--- src/rtl/control_unit.sv ---
// Multi-cycle instruction sequencer: fetches 16-bit words from a synchronous ROM and
// drives register-file / data-memory / ALU controls, one Moore state per machine step.
module control_unit #(
    parameter int PC_W = 7
) (
    input  logic            Clk,
    input  logic            ResetN,
    input  logic [15:0]     InstrData,
    output logic [PC_W-1:0] PCAddr,
    output logic [7:0]      DAddr,
    output logic            DWrite,
    output logic            RFSelect,
    output logic [3:0]      WriteAddr,
    output logic            RFWriteEnable,
    output logic [3:0]      ReadAddrA,
    output logic [3:0]      ReadAddrB,
    output logic [2:0]      ALUSelect,
    output logic [15:0]     IROut,
    output logic [3:0]      StateOut,
    output logic            Halted
);

    typedef enum logic [3:0] {
        S_INIT   = 4'd0,
        S_FETCH  = 4'd1,
        S_DECODE = 4'd2,
        S_LOADA  = 4'd3,
        S_LOADB  = 4'd4,
        S_STORE  = 4'd5,
        S_ADD    = 4'd6,
        S_SUB    = 4'd7,
        S_HALT   = 4'd8,
        S_NOOP   = 4'd9
    } state_t;

    typedef struct packed {
        logic [7:0] daddr;
        logic       dwrite;
        logic       rf_sel;
        logic [3:0] waddr;
        logic       rf_we;
        logic [3:0] ra;
        logic [3:0] rb;
        logic [2:0] alu;
        logic       halted;
    } ctl_t;

    state_t          state;
    logic [PC_W-1:0] pc;
    logic [15:0]     ir;
    ctl_t            ctl;
    state_t          dec_state;

    function automatic state_t op_state(input logic [3:0] op);
        case (op)
            4'b0010: return S_LOADA;
            4'b0001: return S_STORE;
            4'b0011: return S_ADD;
            4'b0100: return S_SUB;
            4'b0101: return S_HALT;
            default: return S_NOOP;
        endcase
    endfunction

    // Control word for the state being entered; f is the IR operand field.
    function automatic ctl_t ctl_for(input state_t s, input logic [11:0] f);
        ctl_t c;
        c = '0;
        case (s)
            S_LOADA, S_LOADB: begin
                c.daddr  = f[11:4];
                c.rf_sel = 1'b1;
                c.waddr  = f[3:0];
                c.rf_we  = (s == S_LOADB);
            end
            S_STORE: begin
                c.daddr  = f[11:4];
                c.ra     = f[3:0];
                c.dwrite = 1'b1;
            end
            S_ADD, S_SUB: begin
                c.ra    = f[11:8];
                c.rb    = f[7:4];
                c.waddr = f[3:0];
                c.rf_we = 1'b1;
                c.alu   = (s == S_ADD) ? 3'b001 : 3'b010;
            end
            S_HALT:  c.halted = 1'b1;
            default: ;
        endcase
        return c;
    endfunction

    assign dec_state = op_state(InstrData[15:12]);

    // Outputs are registered alongside the state they belong to, so InstrData
    // only ever reaches an output through a flop.
    always_ff @(posedge Clk or negedge ResetN) begin
        if (!ResetN) begin
            state <= S_INIT;
            pc    <= '0;
            ir    <= '0;
            ctl   <= '0;
        end else begin
            case (state)
                S_INIT: begin
                    state <= S_FETCH;
                    pc    <= '0;
                    ir    <= '0;
                    ctl   <= ctl_for(S_FETCH, 12'h000);
                end
                S_FETCH: begin
                    state <= S_DECODE;
                    ctl   <= ctl_for(S_DECODE, ir[11:0]);
                end
                S_DECODE: begin
                    ir    <= InstrData;
                    pc    <= pc + PC_W'(1);
                    state <= dec_state;
                    ctl   <= ctl_for(dec_state, InstrData[11:0]);
                end
                S_LOADA: begin
                    state <= S_LOADB;
                    ctl   <= ctl_for(S_LOADB, ir[11:0]);
                end
                S_HALT: begin
                    state <= S_HALT;
                    ctl   <= ctl_for(S_HALT, ir[11:0]);
                end
                default: begin
                    state <= S_FETCH;
                    ctl   <= ctl_for(S_FETCH, ir[11:0]);
                end
            endcase
        end
    end

    assign PCAddr        = pc;
    assign IROut         = ir;
    assign StateOut      = state;
    assign DAddr         = ctl.daddr;
    assign DWrite        = ctl.dwrite;
    assign RFSelect      = ctl.rf_sel;
    assign WriteAddr     = ctl.waddr;
    assign RFWriteEnable = ctl.rf_we;
    assign ReadAddrA     = ctl.ra;
    assign ReadAddrB     = ctl.rb;
    assign ALUSelect     = ctl.alu;
    assign Halted        = ctl.halted;

endmodule

--- config.mk ---
export PLATFORM = sky130hd
export DESIGN_NAME = control_unit
export DESIGN_NICKNAME = d
export VERILOG_FILES = /design/src/rtl/control_unit.sv
export SDC_FILE = /design/constraint.sdc
export NUM_CORES = 1
export LEC_CHECK = 0
export BUFFER_PORTS_ARGS = -buffer_cell sky130_fd_sc_hd__clkbuf_2
export CAP_MARGIN = 25
export CORE_ASPECT_RATIO = 0.8
export CORE_MARGIN = 4
export CORE_UTILIZATION = 53
export CTS_CLUSTER_DIAMETER = 40
export DETAILED_ROUTE_END_ITERATION = 8
export GPL_ROUTABILITY_DRIVEN = 0
export GPL_TIMING_DRIVEN = 1
export PLACE_DENSITY = 0.86
export SETUP_SLACK_MARGIN = 0.1
export SLEW_MARGIN = 0
export SYNTH_ARGS = -nofsm -noshare
export SYNTH_HDL_FRONTEND = slang
export SYNTH_SLANG_ARGS = --single-unit
--- constraint.sdc ---
create_clock -name Clk -period 4.4 [get_ports Clk]
set_clock_uncertainty 0.15 [all_clocks]
set_input_delay 0.88 -clock Clk [delete_from_list [all_inputs] [get_ports Clk]]
set_output_delay 0.88 -clock Clk [all_outputs]
set_load 0.01 [all_outputs]
==> results.json <==
{
  "dieArea_um2": 5200,
  "final_cell_area_um2": 2670,
  "hold_viol": 0,
  "grt_use_total_pct": 20.5,
  "slowest_stage": "nor3b_1",
  "rows": 20,
  "dpl.cell_count": 307,
  "rsz0062_at_grt": "false",
  "final_cell_count_no_fill": 315,
  "tritoncts": "done",
  "crit_path_end_kind": "flop",
  "cts.hold.buffers_added": 0,
  "placed_cell_area_um2": 2550,
  "grt_overflow": 0,
  "layout-drive-gt1-share_pct": 31.9,
  "path_max_fanout": 12,
  "dp_hpwl_um": 3630,
  "setup_viol_count_final": 0,
  "crit_type": "in2reg",
  "clk_latency_ns": 0.30,
  "grt_start_max_net_pins": 54,
  "finalHoldWorstSlack_ns": 0.343,
  "synth_edf_count": 0,
  "synth_compound_area_share_pct": 18.9,
  "io-pin-count": 72,
  "crit_top_cell": "o21ai_0",
  "clock_sinks": 53,
  "cts_buffers": 5,
  "synthDistinctLibCells": 43,
  "mostFrequentLayoutCell": "clkbuf_2",
  "ys_ff_latch": 53,
  "viasPerCell": 5.67,
  "synth.area.mux_share_pct": 0,
  "post_cts_buffers": 0,
  "p_leak_nw": 1.37,
  "worstMarginPinSlew_ns": 0.901,
  "synth-xor-area-share_pct": 1.21,
  "syn_nets": 212,
  "grt_pass1_wl_um": 8340,
  "synth_top_family_by_area": "compound AO/OA/AOI/OAI gates",
  "cts_root_buf": "clkbuf_8",
  "fin_crit_ns": 2.16,
  "ant_nets": 0,
  "crit_start": "InstrData[14]",
  "num_antenna_cells": 0,
  "rr_startpoint": "StateOut[1]",
  "setup_tns_ns": 0,
  "grt_pass1_vias": 1694,
  "clkSlewWorstSetupHoldPaths_ns": 0.09,
  "dp_slack_ns": 1.93,
  "drc": 0,
  "ys_seq_area_share_pct": 61.0,
  "yosysWarnings": 0,
  "htreeDepth": 2,
  "setup_slack_ns": 2.24,
  "antenna_found_initial": 0,
  "ir_drop_uv": 409,
  "cts_resized": 0,
  "areaGrowthSynthToFinish_pct": 22.5,
  "nets": 278,
  "drv_cap": 0,
  "clockBufferDepth": 2,
  "critPathLaunchType": "input pin",
  "synthFlopType": "dfrtp_1",
  "wirelength_um": 5070,
  "ys_async_sr_fraction_pct": 100,
  "syn-cell-area_um2": 2180,
  "drv_slew": 0,
  "die_w_um": 79.6,
  "power.density_nw_per_um2": 584,
  "cp_data_required_time_ns": 4.48,
  "core_um2": 3880,
  "initial_utilization_pct": 56.1,
  "slowest_delay_ns": 0.56,
  "post_drt_wl_per_cell_um": 16.1,
  "drt_iter0_markers": 133,
  "synthCells": 193,
  "drtPass1Iterations": 4,
  "slew_headroom_pct": 39.1,
  "status": "complete, no violations",
  "mostFrequentLayoutCells": "clkbuf_2 (70), dfrtp_1 (53), nand2_1 (22)",
  "period_share_pct": 49.0,
  "p_total_mw": 1.56,
  "syn_area_per_cell_um2": 11.3,
  "hold_start": "IROut[13]",
  "die_y_um": 65.3,
  "fmax_ghz": 0.463,
  "route.vias.total": 1785,
  "final_core_util_pct": 68.7,
  "hold_path.class": "reg2reg",
  "portBuffers": 70,
  "cp_data_arrival_time_ns": 2.24,
  "synth_fa_ha_area_share_pct": 0.575,
  "crit_chain": "clkbuf_2 > nor3b_1 > o21ai_0 > o21ai_0",
  "synth_simple_gate_area_share_pct": 14.0
}
==> routing by layer <==
layer	track usage (%)	wire (um)
met1	29.9	2310
met2	31.5	2300
met5	0	0
met4	4.94	52
met3	4.66	410
==> cell usage after synthesis, types with 3 or more instances <==
cell type,count,share of area (%)
a21oi_1,4,0.92
a22o_1,19,7.6
and2_1,3,0.86
clkbuf_1,9,1.6
dfrtp_1,53,61
inv_1,8,1.4
nand2_1,22,3.8
nand3_1,5,1.1
nor2_1,6,1.0
nor2b_1,3,0.86
nor3_1,3,0.69
o211ai_1,6,2.1
o21ai_0,11,2.5
o22ai_1,4,1.1
==> worst paths after layout <==
check	end	slack [ns]	cells after the start
max in group asynchronous	PCAddr[2]	3.16	2
worst max register to register	DAddr[5]	2.26	4
worst max-delay path	RFWriteEnable	2.24	4
worst min register to register	IROut[13]	0.34	2
min in group asynchronous	DAddr[2]	0.53	2
worst min-delay path	IROut[13]	0.34	2
==> cell type report <==
| type | count | area [um^2] |
|---|---|---|
| clock buffer | 6 | 72.6 |
| tap | 55 | 68.8 |
| timing repair buffer | 72 | 365 |
| multi-input combinational | 119 | 763 |
| clock inverter | 2 | 38.8 |
| inverter | 8 | 30.0 |
| sequential | 53 | 1330 |
| fill | 309 | 1210 |
==> critical path: cells and delay by family <==
family                 cells  cell delay, ns
buffers and inverters      1            0.21
AND/OR/NAND/NOR            1            0.56
AO/OA/AOI/OAI              2            0.59
==> kinds of logic after synthesis <==
logic type / after synthesis
and+or+nand+nor: 58
AOI/OAI and AO/OA: 56
DFF: 53
buffers and inverters: 21
xor gates and xnor gates: 3
adders and majority gates: 1
other: 1
==> state kept, by name, indices dropped and copies added, names as in the netlist <==
name	flops
PCAddr	7
RFWriteEnable	1
StateOut	4
ReadAddrA	4
RFSelect	1
ALUSelect	2
WriteAddr	4
IROut	16
ReadAddrB	4
DWrite	1
DAddr	8
Halted	1
==> where the power goes <==
part | switching [mW] | total [mW] | internal (mW)
clock network | 0.158 | 0.329 | 0.171
logic | 0.316 | 0.516 | 0.199
registers | 0.112 | 0.713 | 0.600
(Power assumes the default switching activity.)
